**src/rtl/dual_sram_pkg.sv**
```systemverilog
// Shared types, init-pattern constants and the FFT ramp generator used by the
// dual-port sample RAM and its init engine.
package dual_sram_pkg;

    typedef enum logic [1:0] {
        IDLE = 2'd0,
        FILL = 2'd1,
        DONE = 2'd2
    } init_state_t;

    localparam int INIT_ZERO = 0;
    localparam int INIT_RAMP = 1;

    // Ramp word i = {(2i+1) mod 2^H, (2i) mod 2^H}, H = dwidth/2; imaginary half on top.
    function automatic logic [63:0] ramp_word(input logic [31:0] idx, input int dwidth);
        logic [63:0] two_i;
        logic [63:0] mask;
        int          h;
        h     = dwidth / 2;
        two_i = {31'd0, idx, 1'b0};
        mask  = (64'd1 << h) - 64'd1;
        return (((two_i + 64'd1) & mask) << h) | (two_i & mask);
    endfunction

endpackage

```
**src/rtl/dual_sram_init_fsm.sv**
```systemverilog
// Init engine: walks every address once after a start request and supplies the
// fill word for port A's write path; pulses done for one cycle at the end.
module dual_sram_init_fsm
    import dual_sram_pkg::*;
#(
    parameter int DWIDTH    = 32,
    parameter int AWIDTH    = 5,
    parameter int INIT_MODE = 1
) (
    input  logic              clk_in,
    input  logic              rst_in,
    input  logic              start_in,
    output logic              busy_out,
    output logic              done_out,
    output logic              we_out,
    output logic [AWIDTH-1:0] addr_out,
    output logic [DWIDTH-1:0] data_out
);

    localparam logic [AWIDTH-1:0] LAST_ADDR = '1;

    init_state_t       state;
    logic [AWIDTH-1:0] cnt;

    always_ff @(posedge clk_in) begin
        if (rst_in) begin
            state <= IDLE;
            cnt   <= '0;
        end else begin
            // NOTE: sequential state uses non-blocking assignments so every
            // register samples the pre-edge values regardless of statement order.
            case (state)
                IDLE: begin
                    if (start_in) begin
                        state <= FILL;
                        cnt   <= '0;
                    end
                end
                FILL: begin
                    // Stop at the last word; a second pass is never started.
                    if (cnt == LAST_ADDR) state <= DONE;
                    else                  cnt   <= cnt + AWIDTH'(1);
                end
                DONE:    state <= IDLE;
                default: state <= IDLE;
            endcase
        end
    end

    assign busy_out = (state == FILL);
    assign done_out = (state == DONE);
    assign we_out   = busy_out;
    assign addr_out = cnt;
    assign data_out = (INIT_MODE == INIT_RAMP) ? DWIDTH'(ramp_word(32'(cnt), DWIDTH)) : '0;

endmodule

```
**src/rtl/dual_sram_ext.sv**
```systemverilog
// Single-clock true dual-port RAM for the FFT sample path: byte-lane writes,
// read-first cross-port behaviour, A-wins write merge, 1/2-cycle read latency.
module dual_sram_ext
    import dual_sram_pkg::*;
#(
    parameter int DWIDTH     = 32,
    parameter int AWIDTH     = 5,
    parameter int RD_LATENCY = 1,
    parameter int INIT_MODE  = 1
) (
    input  logic                  clk_in,
    input  logic                  rst_in,
    input  logic                  init_start_in,
    output logic                  init_busy_out,
    output logic                  init_done_out,
    output logic                  collision_out,
    input  logic                  en_a_in,
    input  logic                  we_a_in,
    input  logic [DWIDTH/8-1:0]   be_a_in,
    input  logic [AWIDTH-1:0]     addr_a_in,
    input  logic [DWIDTH-1:0]     d_a_in,
    output logic [DWIDTH-1:0]     d_a_out,
    output logic                  d_a_valid_out,
    input  logic                  en_b_in,
    input  logic                  we_b_in,
    input  logic [DWIDTH/8-1:0]   be_b_in,
    input  logic [AWIDTH-1:0]     addr_b_in,
    input  logic [DWIDTH-1:0]     d_b_in,
    output logic [DWIDTH-1:0]     d_b_out,
    output logic                  d_b_valid_out
);

    localparam int DEPTH = 1 << AWIDTH;
    localparam int NB    = DWIDTH / 8;

    logic [DWIDTH-1:0] mem [DEPTH];

    logic              fill_we;
    logic [AWIDTH-1:0] fill_addr;
    logic [DWIDTH-1:0] fill_data;

    dual_sram_init_fsm #(
        .DWIDTH    (DWIDTH),
        .AWIDTH    (AWIDTH),
        .INIT_MODE (INIT_MODE)
    ) u_init (
        .clk_in   (clk_in),
        .rst_in   (rst_in),
        .start_in (init_start_in),
        .busy_out (init_busy_out),
        .done_out (init_done_out),
        .we_out   (fill_we),
        .addr_out (fill_addr),
        .data_out (fill_data)
    );

    // User ports are shut off while filling and while reset is held.
    logic              active;
    logic              rd_a, usr_wr_a, wr_a, rd_b, wr_b;
    logic [AWIDTH-1:0] wa_addr;
    logic [DWIDTH-1:0] wa_data;
    logic [NB-1:0]     wa_be;

    always_comb begin
        active   = !rst_in && !init_busy_out;
        rd_a     = active && en_a_in && !we_a_in;
        usr_wr_a = active && en_a_in && we_a_in;
        rd_b     = active && en_b_in && !we_b_in;
        wr_b     = active && en_b_in && we_b_in;
        wr_a     = usr_wr_a || (fill_we && !rst_in);
        wa_addr  = fill_we ? fill_addr : addr_a_in;
        wa_data  = fill_we ? fill_data : d_a_in;
        wa_be    = fill_we ? '1 : be_a_in;
    end

    // NOTE: the array has no reset branch so it maps onto RAM macros; the port A
    // lane update is placed after port B so A wins any lane both ports write.
    always_ff @(posedge clk_in) begin
        for (int k = 0; k < NB; k++) begin
            if (wr_b && be_b_in[k]) mem[addr_b_in][8*k +: 8] <= d_b_in[8*k +: 8];
            if (wr_a && wa_be[k])   mem[wa_addr][8*k +: 8]   <= wa_data[8*k +: 8];
        end
    end

    always_ff @(posedge clk_in) begin
        if (rst_in) collision_out <= 1'b0;
        else        collision_out <= usr_wr_a && wr_b && (addr_a_in == addr_b_in)
                                     && |(be_a_in & be_b_in);
    end

    // First read stage; data regs load only on a read so they hold otherwise.
    logic              v1_a, v1_b;
    logic [DWIDTH-1:0] q1_a, q1_b;

    always_ff @(posedge clk_in) begin
        if (rst_in) begin
            v1_a <= 1'b0;
            v1_b <= 1'b0;
            q1_a <= '0;
            q1_b <= '0;
        end else begin
            v1_a <= rd_a;
            v1_b <= rd_b;
            if (rd_a) q1_a <= mem[addr_a_in];
            if (rd_b) q1_b <= mem[addr_b_in];
        end
    end

    generate
        if (RD_LATENCY == 2) begin : g_lat2
            logic              v2_a, v2_b;
            logic [DWIDTH-1:0] q2_a, q2_b;

            always_ff @(posedge clk_in) begin
                if (rst_in) begin
                    v2_a <= 1'b0;
                    v2_b <= 1'b0;
                    q2_a <= '0;
                    q2_b <= '0;
                end else begin
                    v2_a <= v1_a;
                    v2_b <= v1_b;
                    if (v1_a) q2_a <= q1_a;
                    if (v1_b) q2_b <= q1_b;
                end
            end

            assign d_a_out       = q2_a;
            assign d_a_valid_out = v2_a;
            assign d_b_out       = q2_b;
            assign d_b_valid_out = v2_b;
        end else begin : g_lat1
            assign d_a_out       = q1_a;
            assign d_a_valid_out = v1_a;
            assign d_b_out       = q1_b;
            assign d_b_valid_out = v1_b;
        end
    endgenerate

endmodule

```
**config.mk**
```make
export PLATFORM = sky130hd
export DESIGN_NAME = dual_sram_ext
export DESIGN_NICKNAME = d
export VERILOG_FILES = /design/src/rtl/dual_sram_pkg.sv /design/src/rtl/dual_sram_init_fsm.sv /design/src/rtl/dual_sram_ext.sv
export SDC_FILE = /design/constraint.sdc
export NUM_CORES = 2
export LEC_CHECK = 0
export CORE_ASPECT_RATIO = 0.5
export CORE_MARGIN = 2
export CORE_UTILIZATION = 25
export CTS_CLUSTER_DIAMETER = 40
export DETAILED_ROUTE_END_ITERATION = 10
export GPL_TIMING_DRIVEN = 0
export SYNTH_ARGS = -nofsm -noshare
export SYNTH_HDL_FRONTEND = slang
export SYNTH_SLANG_ARGS = --single-unit
```
**constraint.sdc**
```tcl
create_clock -name clk_in -period 4.6 [get_ports clk_in]
set_clock_uncertainty 0.05 [all_clocks]
set_input_delay 1.38 -clock clk_in [delete_from_list [all_inputs] [get_ports clk_in]]
set_output_delay 1.38 -clock clk_in [all_outputs]
set_load 0.02 [all_outputs]
```
* Word-level counts from Yosys, hierarchy flattened
Memory sizes are Yosys's and may differ from the RTL's. A register that Yosys moved wholly into a read port is not among the register bits.
Cells that the tools add are included.
** Storage, ports and cells
- Bits in registers :: 10
- Latch bits :: 0
- Bits in writable memories :: 1024
- Bits in read-only memories :: 0
- Bits of input ports :: 89
- Output and inout bits :: 69
- Memories kept :: 1
** Cells by class
- Add/sub/neg operators :: 2
- Multiply operators :: 0
- Divide/modulo/power cells :: 0
- $lt $le $gt $ge :: 0
- Eq/ne operators :: 7
- Shifts and indexed selects :: 0
- Muxes and demuxes :: 25
- Bitwise gates (word level) :: 2
- Reductions and logical operators :: 29
** Memories
- mem :: depth 32, bits a word 32, rd ports 2, clocked after Yosys merged registers in 2, write ports 2, line dual_sram_ext.sv:36 : logic [DWIDTH-1:0] mem [DEPTH];
** Operator list (number)
- $mux W32 :: 1
- $or A32 B6 Y32 :: 1
- $logic_and A1 B1 Y1 :: 19
- $mux W1 :: 16
- $mux W5 :: 3
- $pmux W5 S2 :: 1
- $add A6 B1 Y7 const B :: 1
- $add A5 B1 Y5 const B :: 1
- $eq A5 B5 Y1 :: 1
- $eq A5 B5 Y1 const B :: 1
- $and A4 B4 Y4 :: 1
- $logic_not A1 Y1 :: 4
- $mux W2 :: 2
- $mux W4 :: 1
- $ne A2 B2 Y1 const B :: 2
- $pmux W2 S2 :: 1
- $reduce_or A4 Y1 :: 1
- $reduce_and A3 Y1 :: 1
- $eq A2 B1 Y1 const B :: 1
- $eq A2 B2 Y1 const B :: 1
- $logic_not A2 Y1 :: 1
- $ne A2 B1 Y1 const B :: 1
- $reduce_and A2 Y1 :: 1
- $reduce_bool A2 Y1 :: 1
- $logic_or A1 B1 Y1 :: 1

* Logic depth before layout (Yosys ltp)
- Depth in word-level cells :: 9
- Mapped depth :: 9
- Gate-level depth less buffers :: 7

* Hierarchy
A second synthesis with hierarchy kept.
** Second synthesis, totals
- Cells, all modules :: 4680
- Area, all modules :: 65087.4 um^2
** By module, submodules not included
- dual_sram_ext :: instances 1, cells an instance 4602, area each 64420.5 um^2, sequential area each 32090.8 um^2
- dual_sram_init_fsm :: instances 1, cells an instance 78, area each 666.9 um^2, sequential area each 140.1 um^2

* Worst setup path after synthesis
No wires, ideal clock.
- Kind :: input port to flip-flop
- Start :: input addr_b_in[0]
- End :: memory mem[17][0], enable pin
- Setup time :: 0.384 ns
- Data arrival time :: 3.520 ns
- Data required time :: 4.166 ns
- Setup slack :: 0.646 ns
- Cell stages on the path :: 7
- Path buffers :: 4
- Cell sequence :: buf_2 buf_1 buf_2 nor2b_1 clkbuf_1 nand3_1 o21ai_0
** RTL lines
- from (decl) :: line dual_sram_ext.sv:27 : input logic [AWIDTH-1:0] addr_b_in,
- to (decl) :: line dual_sram_ext.sv:36

==> impl_metrics.toml <==
[clock_tree]
clockBufferDepth = 3
cts.sinks = 1098
cts_buffers = 174
htree_levels = 4
clk_pin_slew_ps = 50
clock-root-buffer = "clkbuf_16"
clk_latency_ps = 860
cts_tree = "built"

[logic_synthesis]
synthFlopType = "edfxtp_1"
yosys_warnings = 0
synth.top_cell.area_share_pct = 47.0
async_reset_ff_share_pct = 0
syn-cell-area_um2 = 65400
ys_ff_latch = 1098
synth_area_leaders = "edfxtp_1 47%, mux2_2 18%, mux4_2 15%"
synth_cell_types = 71
yosysSeqAreaShare_pct = 49.3
synth_edf_count = 1024
syn_nets = 4310
synth_cells = 4219
synth_top_area_cell = "edfxtp_1"
syn_area_per_cell_um2 = 15.5

[pwr]
leakagePower_nw = 25.3
totalPowerFinal_w = 0.0289
pwr_density_cell_nw_per_um2 = 367
ir_worst_vdd_uv = 395

[sta]
finalMaxSlewViolations = 165
setup_slack_ps = -421
min_period_ps = 5020
max_freq_mhz = 199
worst_pin_slew_ps = 1710
rsz0062_at_grt = "yes"
setup_viol = 725
post-route-period-util_pct = 109
hold_slack_ps = 413
relSlewSlack_pct = -14.0
hold_viol = 0
finalSetupTns_ps = -79370

[floorplan]
rows = 132
chipHeight_um = 366
initial_utilization_pct = 25.2
dieArea_um2 = 266000
coreArea_um2 = 259000
ioPinCount = 158
die_w_um = 727

[grt]
grt_pass1_vias = 46500
grt_pass1_wl_um = 447000
antenna_found_initial = 33
grt_max_degree = 20
track_usage_pct = 25.3
grt-ovfl-total = 0

[critical_path]
crit_fanout = 10
crit_slowest_cell = "o21bai_1"
worstPathArrival_ps = 5420
critPathKind = "in2reg"
path_buf_inv = 3
crit_family = "buffers and inverters"
cp-start-kind = "primary input"
path_cells = "clkbuf_1, clkbuf_2, buf_2, nor2_1, nand2_1, o21bai_1"
critPathMaxStageDelay_ps = 1090
crit_required_ps = 4990
end_kind = "flop"

[place]
place_congestion = 1.08
port_buffers = 152
place_ws_ps = -2360
hpwl_um = 248000
post_dp_cell_area_um2 = 72000

[run_status]
status = "finished with violations"
violations = "max-capacitance violations, max-slew violations, negative setup slack"

[layout]
final_cell_area_um2 = 78900
final_cell_mix = "1067 x mux2_2, 1024 x edfxtp_1, 448 x mux4_2"
syn2layout_area_growth_pct = 20.6
fillers = 25700
nNetsFinal = 4702
drive_gt1_share_pct = 49.5
layout_commonest_cell = "mux2_2"

[routing]
vias = 50500
routed_wl_um = 348000
drc = 0
drtAntennaViolNets = 0
drt-wirelength-per-cell_um = 42.1
first_pass_iters = 8
drt_iter0_markers = 9771
routed_via_density = 6.10

[job]
max-cap-violations = 16

[hold_path]
hold_class = "reg2reg"
-- worst paths after layout --
check / to / start / slack (ps) / cells past startpoint
hold reg to reg: d_a_out[22] / d_a_out[22] / 410 / 2
hold / removal: d_a_out[22] / d_a_out[22] / 410 / 2
setup reg to reg: mem[20][26] / u_init.state[1] / -200 / 7
setup / recovery: mem[28][25] / addr_b_in[1] / -420 / 6
-- flip-flops by register name (all words and copies together), names as in the netlist --
signal and cells:
d_a_valid_out 1, d_b_out 32, u_init.addr_out 5, mem 1024
d_b_valid_out 1, u_init.state 2, d_a_out 32, collision_out 1
-- layout make-up --
| type | count | area, µm² | area share, % |
|---|---|---|---|
| Sequential cell | 1098 | 32200 | 40.9 |
| Multi-Input combinational cell | 2635 | 31800 | 40.3 |
| Clock buffer | 210 | 4720 | 5.99 |
| Tap cell | 3484 | 4360 | 5.53 |
| Buffer | 471 | 2220 | 2.81 |
| Timing Repair Buffer | 222 | 2190 | 2.78 |
| Clock inverter | 119 | 1280 | 1.62 |
| Antenna cell | 28 | 70.1 | 0.0888 |
| Inverter | 9 | 36.3 | 0.0460 |
-- power breakdown --
part,total [W],leakage (nW),switching (W),internal (W)
registers,0.0111,9.81,0.0000719,0.0110
clock network,0.0138,2.87,0.00549,0.00836
logic,0.00400,12.6,0.00276,0.00125
-- timing repair --
action                      CTS  global route
resized for setup           141            57
pin swaps                     6             2
setup endpoints to repair  1280           489
hold buffers                  0             0
setup buffers                 9             0
-- per-stage QoR --
stage	util, %	cells
after floorplan	-	4219
after global placement	27.5	7855
after detailed placement	27.7	7915
after CTS	30.3	8248
after global routing	30.4	8256
final	30.4	8276
-- kinds of logic after synthesis --
kind of cell    Yosys count  synth area share (%)
mux                    1670                  36.3
xor+xnor                  6                0.0804
simple gates            433                  5.42
compound gates          524                  5.68
buf+inv                 486                  3.20
fa+ha+maj                 2                0.0383
flops                  1098                  49.3
-- per-layer routing --
metal / vias to the layer above / wire length [µm] / part of all wire (%) / track usage, %
met2: 4786 / 140000 / 40 / 35.7
met3: 1299 / 54000 / 16 / 12.2
li1: 18300 / - / - / -
met1: 26100 / 121000 / 35 / 29.5
met5: - / 427 / 0.12 / 0.445
met4: 32 / 32500 / 9.3 / 19.5
-- synthesized netlist by cell type (58+ instances only) --
master / n
a21oi_1: 62
a22oi_1: 139
buf_2: 80
clkbuf_1: 319
dfxtp_1: 74
edfxtp_1: 1024
mux2_2: 1067
mux2i_1: 142
mux4_2: 448
nand2_1: 150
nand4_2: 62
nor4_4: 58
o21ai_0: 81
o21bai_1: 60
-- worst min-delay path, stage by stage (launching register included) --
cell and delay (ps):
dfxtp_1 330, nand2_1 50, o41ai_1 50
(Power assumes the default switching activity.)
